`src/rtl/sao_stat_pkg.sv`:
```
// Shared types and default sizing for the SAO per-CTB statistics accumulator.
// Saturation behaviour is selected by the SAO_STAT_SAT_EN macro.
package sao_stat_pkg;

    typedef enum logic [1:0] {
        IDLE  = 2'd0,
        ACCUM = 2'd1,
        DRAIN = 2'd2
    } state_e;

    localparam int DIFF_CLIP_BIT_DEF = 4;
    localparam int N_BO_TYPE_DEF     = 5;
    localparam int NUM_CATE_DEF      = 32;
    localparam int SUM_W_DEF         = 18;
    localparam int CNT_W_DEF         = 13;

    localparam int SUM_MAX_DEF = (2 ** (SUM_W_DEF - 1)) - 1;
    localparam int SUM_MIN_DEF = -(2 ** (SUM_W_DEF - 1));
    localparam int CNT_MAX_DEF = (2 ** CNT_W_DEF) - 1;

endpackage

```
`src/rtl/sao_stat_ctb_accum_if.sv`:
```
// Beat input, CTB control and drain output bundle of sao_stat_ctb_accum.
// slave = accumulator side, master = upstream adders / downstream decision stage.
interface sao_stat_ctb_accum_if
    import sao_stat_pkg::*;
#(
    parameter int diff_clip_bit = DIFF_CLIP_BIT_DEF,
    parameter int n_bo_type     = N_BO_TYPE_DEF,
    parameter int SUM_W         = SUM_W_DEF,
    parameter int CNT_W         = CNT_W_DEF
);
    logic                            ctb_start;
    logic                            ctb_end;
    logic                            in_valid;
    logic                            in_ready;
    logic [n_bo_type-1:0]            in_cate;
    logic signed [diff_clip_bit+3:0] in_s81;
    logic [3:0]                      in_cnt;
    logic                            out_valid;
    logic                            out_ready;
    logic [n_bo_type-1:0]            out_cate;
    logic signed [SUM_W-1:0]         out_sum;
    logic [CNT_W-1:0]                out_cnt;
    logic                            out_last;
    logic                            out_sat;

    modport slave (
        input  ctb_start, ctb_end, in_valid, in_cate, in_s81, in_cnt, out_ready,
        output in_ready, out_valid, out_cate, out_sum, out_cnt, out_last, out_sat
    );

    modport master (
        output ctb_start, ctb_end, in_valid, in_cate, in_s81, in_cnt, out_ready,
        input  in_ready, out_valid, out_cate, out_sum, out_cnt, out_last, out_sat
    );
endinterface

```
`src/rtl/sao_stat_acc_upd.sv`:
```
// Combinational (sum,cnt) + (beat sum, beat count) update for one category.
// SAO_STAT_SAT_EN: clamp to the register ranges and flag it; otherwise wrap.
module sao_stat_acc_upd #(
    parameter int diff_clip_bit = 4,
    parameter int SUM_W         = 18,
    parameter int CNT_W         = 13
) (
    input  logic signed [SUM_W-1:0]         sum_i,
    input  logic [CNT_W-1:0]                cnt_i,
    input  logic signed [diff_clip_bit+3:0] s81_i,
    input  logic [3:0]                      cnt8_i,
    output logic signed [SUM_W-1:0]         sum_o,
    output logic [CNT_W-1:0]                cnt_o,
    output logic                            sat_o
);

`ifdef SAO_STAT_SAT_EN
    localparam logic signed [SUM_W-1:0] SUM_MAX = {1'b0, {(SUM_W-1){1'b1}}};
    localparam logic signed [SUM_W-1:0] SUM_MIN = {1'b1, {(SUM_W-1){1'b0}}};

    logic signed [SUM_W:0] wide_sum;
    logic [CNT_W:0]        wide_cnt;
    logic                  sum_ovf;
    logic                  cnt_ovf;

    always_comb begin
        wide_sum = (SUM_W+1)'(sum_i) + (SUM_W+1)'(s81_i);
        wide_cnt = {1'b0, cnt_i} + (CNT_W+1)'(cnt8_i);
        // One guard bit: overflow iff the two top bits disagree.
        sum_ovf  = wide_sum[SUM_W] ^ wide_sum[SUM_W-1];
        cnt_ovf  = wide_cnt[CNT_W];

        if (sum_ovf) begin
            sum_o = wide_sum[SUM_W] ? SUM_MIN : SUM_MAX;
        end else begin
            sum_o = wide_sum[SUM_W-1:0];
        end
        cnt_o = cnt_ovf ? '1 : wide_cnt[CNT_W-1:0];
        sat_o = sum_ovf | cnt_ovf;
    end
`else
    always_comb begin
        sum_o = sum_i + SUM_W'(s81_i);
        cnt_o = cnt_i + CNT_W'(cnt8_i);
        sat_o = 1'b0;
    end
`endif

endmodule

```
`src/rtl/sao_stat_ctb_accum.sv`:
```
// Per-CTB SAO category sum/count accumulator with a valid/ready drain of all categories.
// Optional saturation via SAO_STAT_SAT_EN (see sao_stat_acc_upd).
module sao_stat_ctb_accum
    import sao_stat_pkg::*;
#(
    parameter int diff_clip_bit = DIFF_CLIP_BIT_DEF,
    parameter int n_bo_type     = N_BO_TYPE_DEF,
    parameter int NUM_CATE      = NUM_CATE_DEF,
    parameter int SUM_W         = SUM_W_DEF,
    parameter int CNT_W         = CNT_W_DEF
) (
    input logic                  clk,
    input logic                  rst,
    sao_stat_ctb_accum_if.slave  bus
);

    localparam logic [n_bo_type-1:0] LAST_IDX = n_bo_type'(NUM_CATE - 1);

    state_e state_q, state_d;

    logic signed [SUM_W-1:0] sum_q [NUM_CATE];
    logic [CNT_W-1:0]        cnt_q [NUM_CATE];

    logic                    out_valid_q, out_valid_d;
    logic [n_bo_type-1:0]    out_cate_q,  out_cate_d;
    logic signed [SUM_W-1:0] out_sum_q,   out_sum_d;
    logic [CNT_W-1:0]        out_cnt_q,   out_cnt_d;
    logic                    out_last_q,  out_last_d;
    logic                    sat_q,       sat_d;

    logic                    beat_acc;
    logic signed [SUM_W-1:0] upd_sum;
    logic [CNT_W-1:0]        upd_cnt;
    logic                    upd_sat;
    logic [n_bo_type-1:0]    nxt_idx;

    assign beat_acc = (state_q == ACCUM) && bus.in_valid;
    assign nxt_idx  = out_cate_q + n_bo_type'(1);

    sao_stat_acc_upd #(
        .diff_clip_bit (diff_clip_bit),
        .SUM_W         (SUM_W),
        .CNT_W         (CNT_W)
    ) u_upd (
        .sum_i  (sum_q[bus.in_cate]),
        .cnt_i  (cnt_q[bus.in_cate]),
        .s81_i  (bus.in_s81),
        .cnt8_i (bus.in_cnt),
        .sum_o  (upd_sum),
        .cnt_o  (upd_cnt),
        .sat_o  (upd_sat)
    );

    always_comb begin
        state_d     = state_q;
        out_valid_d = out_valid_q;
        out_cate_d  = out_cate_q;
        out_sum_d   = out_sum_q;
        out_cnt_d   = out_cnt_q;
        out_last_d  = out_last_q;
        sat_d       = sat_q;

        case (state_q)
            IDLE: begin
                if (bus.ctb_start) begin
                    state_d = ACCUM;
                    sat_d   = 1'b0;
                end
            end
            ACCUM: begin
                if (beat_acc && upd_sat) begin
                    sat_d = 1'b1;
                end
                if (bus.ctb_end) begin
                    state_d     = DRAIN;
                    out_valid_d = 1'b1;
                    out_cate_d  = '0;
                    out_last_d  = (LAST_IDX == '0);
                    // A closing beat aimed at category 0 must already appear in the first drain word.
                    if (beat_acc && (bus.in_cate == '0)) begin
                        out_sum_d = upd_sum;
                        out_cnt_d = upd_cnt;
                    end else begin
                        out_sum_d = sum_q[0];
                        out_cnt_d = cnt_q[0];
                    end
                end
            end
            DRAIN: begin
                if (out_valid_q && bus.out_ready) begin
                    if (out_last_q) begin
                        state_d     = IDLE;
                        out_valid_d = 1'b0;
                        out_last_d  = 1'b0;
                    end else begin
                        out_cate_d = nxt_idx;
                        out_sum_d  = sum_q[nxt_idx];
                        out_cnt_d  = cnt_q[nxt_idx];
                        out_last_d = (nxt_idx == LAST_IDX);
                    end
                end
            end
            default: begin
                state_d     = IDLE;
                out_valid_d = 1'b0;
                out_last_d  = 1'b0;
            end
        endcase
    end

    always_ff @(posedge clk) begin
        if (rst) begin
            state_q     <= IDLE;
            out_valid_q <= 1'b0;
            out_cate_q  <= '0;
            out_sum_q   <= '0;
            out_cnt_q   <= '0;
            out_last_q  <= 1'b0;
            sat_q       <= 1'b0;
            for (int unsigned i = 0; i < NUM_CATE; i++) begin
                sum_q[i] <= '0;
                cnt_q[i] <= '0;
            end
        end else begin
            state_q     <= state_d;
            out_valid_q <= out_valid_d;
            out_cate_q  <= out_cate_d;
            out_sum_q   <= out_sum_d;
            out_cnt_q   <= out_cnt_d;
            out_last_q  <= out_last_d;
            sat_q       <= sat_d;
            if ((state_q == IDLE) && bus.ctb_start) begin
                for (int unsigned i = 0; i < NUM_CATE; i++) begin
                    sum_q[i] <= '0;
                    cnt_q[i] <= '0;
                end
            end else if (beat_acc) begin
                sum_q[bus.in_cate] <= upd_sum;
                cnt_q[bus.in_cate] <= upd_cnt;
            end
        end
    end

    assign bus.in_ready  = (state_q == ACCUM);
    assign bus.out_valid = out_valid_q;
    assign bus.out_cate  = out_cate_q;
    assign bus.out_sum   = out_sum_q;
    assign bus.out_cnt   = out_cnt_q;
    assign bus.out_last  = out_last_q;
    assign bus.out_sat   = sat_q;

endmodule
```
`src/flat_wrapper.sv`:
```
// flat-port wrapper written by rule: the top's interface ports become plain ports
module sao_stat_ctb_accum_flat import sao_stat_pkg::*;
#(
    parameter int diff_clip_bit = DIFF_CLIP_BIT_DEF,
    parameter int n_bo_type     = N_BO_TYPE_DEF,
    parameter int NUM_CATE      = NUM_CATE_DEF,
    parameter int SUM_W         = SUM_W_DEF,
    parameter int CNT_W         = CNT_W_DEF
)
  (clk, rst, bus_ctb_start, bus_ctb_end, bus_in_valid, bus_in_cate, bus_in_s81, bus_in_cnt, bus_out_ready, bus_in_ready, bus_out_valid, bus_out_cate, bus_out_sum, bus_out_cnt, bus_out_last, bus_out_sat);
  sao_stat_ctb_accum_if #(.diff_clip_bit(diff_clip_bit), .n_bo_type(n_bo_type), .SUM_W(SUM_W), .CNT_W(CNT_W)) bus_i ();
  input logic clk;
  input logic rst;
  input wire logic [$bits(bus_i.ctb_start)-1:0] bus_ctb_start;
  input wire logic [$bits(bus_i.ctb_end)-1:0] bus_ctb_end;
  input wire logic [$bits(bus_i.in_valid)-1:0] bus_in_valid;
  input wire logic [$bits(bus_i.in_cate)-1:0] bus_in_cate;
  input wire logic [$bits(bus_i.in_s81)-1:0] bus_in_s81;
  input wire logic [$bits(bus_i.in_cnt)-1:0] bus_in_cnt;
  input wire logic [$bits(bus_i.out_ready)-1:0] bus_out_ready;
  output wire logic [$bits(bus_i.in_ready)-1:0] bus_in_ready;
  output wire logic [$bits(bus_i.out_valid)-1:0] bus_out_valid;
  output wire logic [$bits(bus_i.out_cate)-1:0] bus_out_cate;
  output wire logic [$bits(bus_i.out_sum)-1:0] bus_out_sum;
  output wire logic [$bits(bus_i.out_cnt)-1:0] bus_out_cnt;
  output wire logic [$bits(bus_i.out_last)-1:0] bus_out_last;
  output wire logic [$bits(bus_i.out_sat)-1:0] bus_out_sat;
  assign bus_i.ctb_start = bus_ctb_start;
  assign bus_i.ctb_end = bus_ctb_end;
  assign bus_i.in_valid = bus_in_valid;
  assign bus_i.in_cate = bus_in_cate;
  assign bus_i.in_s81 = bus_in_s81;
  assign bus_i.in_cnt = bus_in_cnt;
  assign bus_i.out_ready = bus_out_ready;
  assign bus_in_ready = bus_i.in_ready;
  assign bus_out_valid = bus_i.out_valid;
  assign bus_out_cate = bus_i.out_cate;
  assign bus_out_sum = bus_i.out_sum;
  assign bus_out_cnt = bus_i.out_cnt;
  assign bus_out_last = bus_i.out_last;
  assign bus_out_sat = bus_i.out_sat;
  sao_stat_ctb_accum #(.diff_clip_bit(diff_clip_bit), .n_bo_type(n_bo_type), .NUM_CATE(NUM_CATE), .SUM_W(SUM_W), .CNT_W(CNT_W)) u_core (.clk(clk), .rst(rst), .bus(bus_i));
endmodule
```
`config.mk`:
```
export PLATFORM = sky130hd
export DESIGN_NAME = sao_stat_ctb_accum_flat
export DESIGN_NICKNAME = d
export VERILOG_FILES = /design/src/rtl/sao_stat_pkg.sv /design/src/rtl/sao_stat_ctb_accum_if.sv /design/src/rtl/sao_stat_acc_upd.sv /design/src/rtl/sao_stat_ctb_accum.sv /design/src/flat_wrapper.sv
export SDC_FILE = /design/constraint.sdc
export NUM_CORES = 2
export LEC_CHECK = 0
export CORE_MARGIN = 4
export CORE_UTILIZATION = 39
export DETAILED_ROUTE_END_ITERATION = 16
export SKIP_LAST_GASP = 1
export SLEW_MARGIN = 5
export SYNTH_ARGS = -nofsm -noshare
export SYNTH_HDL_FRONTEND = slang
export SYNTH_HIERARCHICAL = 1
export SYNTH_SLANG_ARGS = --single-unit
```
`constraint.sdc`:
```
create_clock -name clk -period 5.9 [get_ports clk]
set_clock_uncertainty 0.15 [all_clocks]
set_input_delay 0.59 -clock clk [delete_from_list [all_inputs] [get_ports clk]]
set_output_delay 0.59 -clock clk [all_outputs]
set_load 0.02 [all_outputs]
```
Word-level counts from Yosys, hierarchy flattened
Memory sizes are Yosys's and may differ from the RTL's. Index checks and enable logic that the tools add are counted.

Memories kept: 2. Word-level logic and storage cells: 203. Input bits: 23. RAM bits: 992. Register bits after elaboration: 40.

Memory list: u_core.sum_q (words 32, bits a word 18, read ports 3, clocked after Yosys merged registers in 0, wr ports 32, RTL line sao_stat_ctb_accum.sv:21) `logic signed [SUM_W-1:0] sum_q [NUM_CATE];`; u_core.cnt_q (words 32, bits a word 13, read ports 3, clocked after Yosys merged registers in 0, wr ports 32, RTL line sao_stat_ctb_accum.sv:22) `logic [CNT_W-1:0] cnt_q [NUM_CATE];`.

Mux-type cells: 106. Reductions and logical operators: 13. Equality and inequality tests: 8. Bitwise gates (word level): 65. $add $sub $neg: 3.

Operator list (number): 18-bit two-way mux (37); 13-bit two-way mux (37); 1-bit bitwise OR (64); 18-bit case mux with 2 select lines (1); 13-bit case mux with 2 select lines (1); 5-bit two-way mux (5); 18-bit by 8-bit adder with 18-bit output (1); 18-bit OR reduction (1); 1-bit two-way mux (17); 13-bit by 4-bit adder with 13-bit output (1); 13-bit OR reduction (1); 4-bit AND reduction (3); 5-bit case mux with 2 select lines (1); 2-bit two-way mux (4); 2-bit inequality test, second input constant (3); 1-bit case mux with 3 select lines (2); 2-bit case mux with 3 select lines (1); 5-bit by 1-bit adder with 5-bit output, second input constant (1); 5-bit == test, second input constant (1); 5-bit zero test (1); 1-bit logical AND (4); 2-bit by 1-bit inequality test with 1-bit output, second input constant (2); 3-bit AND reduction (1); 2-bit by 1-bit == test with 1-bit output, second input constant (1); other kinds (4) (4).

Depth between registers and ports, before layout
Depth in word-level cells: 8. Depth in mapped cells: 19. Depth with buffers taken out: 16.

Modules after synthesis
Netlist, hierarchy kept.

By module, submodules not included: sao_stat_ctb_accum (times used 1, cells each 3731, seq. area each 30609.4 um^2, area each 54153.2 um^2); sao_stat_acc_upd (times used 1, cells each 133, seq. area each 0.0 um^2, area each 1037.2 um^2).

Worst setup path after synthesis
No wires, ideal clock.

Path type: input to register. Start: input port bus_in_cate[0]. End: register u_core.out_sum_q[14] (netlist: u_core/bus.out_sum[14]). Library setup time: 0.091 ns. Setup slack: 1.241 ns. Cell stages on the path: 18. Arrival time: 4.418 ns. Path buffers: 3. Cell sequence: clkbuf_1 > buf_1 > buf_1 > mux4_2 > a22oi_1 > nand4_1 > ha_1 > fa_1 > a211oi_1 > o21ai_2 > o221ai_1 > o211a_2 > o21bai_1 > xor2_1 > nand2_1 > a21oi_1 > nor4_1 > a311oi_1.

Word-level cells in the longest chain between the ends: 5.

RTL lines: from (decl) (RTL line flat_wrapper.sv:17) `input wire logic [$bits(bus_i.in_cate)-1:0] bus_in_cate;`; memory 32 x 18 bit; 18-bit by 8-bit adder with 18-bit output (RTL line sao_stat_acc_upd.sv:43) `sum_o = sum_i + SUM_W'(s81_i);`; named net u_core.upd_sum[14] (RTL line sao_stat_ctb_accum.sv:32) `logic signed [SUM_W-1:0] upd_sum;`; 18-bit two-way mux (RTL line sao_stat_ctb_accum.sv:80) `if (beat_acc && (bus.in_cate == '0)) begin`; 18-bit two-way mux (RTL line sao_stat_ctb_accum.sv:74) `if (bus.ctb_end) begin`; 18-bit case mux with 2 select lines (RTL line sao_stat_ctb_accum.sv:63) `case (state_q)`; to (signal assigned) (RTL line sao_stat_ctb_accum.sv:128) `out_sum_q <= out_sum_d;`; to (decl) (RTL line sao_stat_ctb_accum.sv:26) `logic signed [SUM_W-1:0] out_sum_q, out_sum_d;`.

The timed path passes the listed nets, and every way through them passes these cells. The select of a mux whose other input is x is not followed. A chain may end at the register's enable or synchronous reset.

Final worst setup path
Start: input port bus_in_cate[4]. End: register u_core.out_sum_q[14] (netlist: u_core/bus.out_sum[14]).

Same word-level chain as after synthesis.

==> results.py <==
metrics = {
    "die": {
        "die_h_um": 384,
        "initial_core_util_pct": 39.4,
        "die_area_um2": 148000,
        "std_cell_rows": 137,
        "die_w_um": 384,
        "fp.coreArea_um2": 140000,
        "io-pin-count": 63,
    },
    "synth": {
        "synth_ff_type": "edfxtp_1",
        "avgSynthCellArea_um2": 14.3,
        "syn_area_um2": 55200,
        "syn-num-nets": 3912,
        "synth_cells": 3864,
        "yosysUniqueCellTypes": 62,
        "synth-edff-count": 992,
        "seq_area_frac_synth_pct": 55.5,
        "ys_seq_elements": 1033,
        "synthArstFlopShare_pct": 0,
        "ys.warnings.count": 6,
    },
    "sta": {
        "maxSlewViolCount": 0,
        "slew_headroom_pct": 7.44,
        "layout_min_cycle_time_ns": 5.14,
        "fin_tns_setup_ns": 0,
        "hold_viol_final": 0,
        "setup_ws_ns": 0.756,
        "post-route-period-util_pct": 87.2,
        "fmax_ghz": 0.194,
        "rsz0062_at_grt": "no",
        "worst_pin_slew_ns": 1.39,
        "setup_violations": 0,
    },
    "power": {
        "seqPwrFrac_pct": 46.9,
        "comb_power_share_pct": 13.6,
        "p_leak_nw": 22.4,
        "p_int_mw": 13.7,
        "peakVddDrop_mv": 0.263,
        "p_switching_mw": 5.03,
        "switching_share_pct": 26.8,
        "p_clk_share_pct": 39.5,
        "p_per_area_nw_per_um2": 296,
    },
    "clock_tree": {
        "htreeDepth": 3,
        "clkSinkCount": 1033,
        "postCtsSetupBuffers": 0,
        "clkLatencyLatePin_ns": 0.75,
        "cts_tree": "built",
        "ctsResizeCount": 0,
        "cts_hold_buf": 0,
        "path_clk_slew_ns": 0.06,
        "cts-root-buf": "clkbuf_16",
        "cts_buffers": 113,
        "cts.path.max_buffers": 3,
    },
    "drt": {
        "wl_mm": 196,
        "drt_pre_antenna_iters": 8,
        "route.detailed.wl_per_inst_um": 33.7,
        "ant_nets": 0,
        "drt_iter0_drc": 5904,
        "vias_per_cell": 6.39,
        "vias": 37243,
        "drc": 0,
    },
    "finish": {
        "area_growth_pct": 14.8,
        "final_common_cell": "and2_1",
        "finalNetCount": 3896,
        "layout_common_cells": "and2_1, edfxtp_1, mux4_2",
        "n_fill_cell": 12187,
        "drive_gt1_share_pct": 24.8,
    },
    "critical_path": {
        "cp.depth": 16,
        "critPathArrivalTime_ns": 5.62,
        "r2r_cells": 15,
        "max_stage_delay_ns": 0.87,
        "setup.worst_path.end_class": "flop",
        "crit_family": "compound AO/OA/AOI/OAI gates",
        "critPathLaunchType": "primary input",
        "cp_max_fo": 33,
        "required_ns": 6.37,
        "path_cells": "clkdlybuf4s50_1 -> and3_2 -> buf_4 -> a22oi_1 -> nand4_1 -> fa_1 -> a211oi_1 -> o21ai_2 -> o221ai_1 -> o211a_2 -> o21bai_1 -> xor2_2 -> nand2_1 -> a21oi_1 -> nor4_1 -> a311oi_1",
        "cpMaxStageDelayCell": "xor2_2",
        "critical_path_class": "primary input to flop",
        "worst-path-buf-inv": 2,
    },
    "job": {
        "maxCapViolations": 0,
    },
    "grt": {
        "grt_pass1_wl_mm": 277,
        "grt_max_degree": 96,
        "first_global_vias": 36738,
        "grt_usage_pct": 26.4,
        "antenna_found_initial": 17,
        "grt-ovfl-total": 0,
    },
    "status": {
        "status": "completed",
    },
    "place": {
        "dpl.hpwl_mm": 125,
        "place.gp.congestion": 0.922,
        "io_buffers": 62,
        "dp_worst_setup_slack_ns": 0.158,
    },
    "worst_hold_path": {
        "hold_depth": 2,
        "hold_class": "flop to flop",
    },
}
==> stage by stage <==
stage / util (%) / std cells / instance area, um2 / power [mW] / hold slack (ns)
finish: 45.3 / 5827 / 63400 / 18.8 / 0.344
global route: 45.2 / 5824 / 63400 / 19.4 / 0.374
CTS: 45.2 / 5822 / 63400 / 18.8 / 0.333
detailed placement: 42.5 / 5609 / 59500 / 11.4 / 0.340
global placement: 42.5 / 5609 / 59500 / 11.4 / 0.341
floorplan: - / 3864 / 55200 / 10.3 / 0.418
==> sequential cells by signal, indices dropped and copies added (netlist names), 2 cells and up <==
signal and flops:
u_core/sum_q 576, u_core/cnt_q 416, u_core/bus.out_sum 18, u_core/bus.out_cnt 13, u_core/bus.out_cate 5, u_core/state_q 2
==> path summary, 6_finish.rpt <==
| path | from | endpoint | slack (ns) |
|---|---|---|---|
| worst max-delay path | bus_in_cate[4] | u_core/bus.out_sum[14] | 0.76 |
| worst min-delay path | u_core/bus.out_sum[11] | u_core/bus.out_sum[11] | 0.34 |
| worst max register to register | u_core/sum_q[31][0] | u_core/bus.out_sum[14] | 1.07 |
| worst min register to register | u_core/bus.out_sum[11] | u_core/bus.out_sum[11] | 0.34 |
==> power groups by stage <==
stage	clock network [mW]	registers [mW]	logic [mW]
finish	7.43	8.80	2.55
global route	7.86	8.84	2.66
CTS	7.53	8.79	2.51
detailed placement	0	8.94	2.50
global placement	0	8.92	2.50
floorplan	0	8.88	1.41
==> cells in the mapped netlist (10+ instances only) <==
cell	instances	area (um2)
and2_1	995	6220
edfxtp_1	992	29800
mux4_2	472	10600
clkbuf_1	309	1160
nand2_1	201	754
a22oi_1	143	1070
nor2_1	91	342
a21oi_1	79	395
mux2i_1	62	621
buf_2	49	245
dfxtp_1	41	821
o21ai_0	36	180
nand4_1	35	219
nand3_1	29	145
o211ai_1	27	203
buf_1	25	93.8
nor3_1	25	125
a32oi_1	24	210
ha_1	23	288
nand2b_1	21	131
o22ai_1	20	125
xnor2_1	20	175
a2111oi_0	19	166
a311oi_1	12	105
nor4_1	12	75.1
xor2_1	10	87.6
==> tightest hold or removal path: stages (launching register included) <==
cell and delay (ns):
dfxtp_1 0.31, nor2_1 0.09, nor3_1 0.05
==> area by class of cell <==
cell class	count	area (um2)	area share (%)
Tap cell	1876	2350	3.70
Inverter	5	18.8	0.0296
Clock inverter	60	827	1.31
Timing Repair Buffer	272	2730	4.30
Sequential cell	1033	30600	48.3
Multi-Input combinational cell	2423	23700	37.5
Clock buffer	153	3080	4.86
Antenna cell	5	12.5	0.0197
==> kinds of logic after synthesis <==
group / after synthesis / synth area share [%]
xor gates and xnor gates: 31 / 0.526
AOI/OAI and AO/OA: 392 / 4.94
adders and majority gates: 25 / 0.594
buffers and inverters: 408 / 3.15
and+or+nand+nor: 1440 / 14.9
other: 1 / 0.00679
DFF: 1033 / 55.5
muxes: 534 / 20.4
==> routing by layer <==
metal / up-vias / wire (um) / GRT usage, %
li1: 14739 / - / -
met4: 4 / 8660 / 10.1
met2: 2826 / 85200 / 39.0
met3: 479 / 26300 / 6.83
met5: - / 151 / 0.694
met1: 19195 / 76000 / 37.4
No activity file was read; power rests on OpenSTA's default activity.
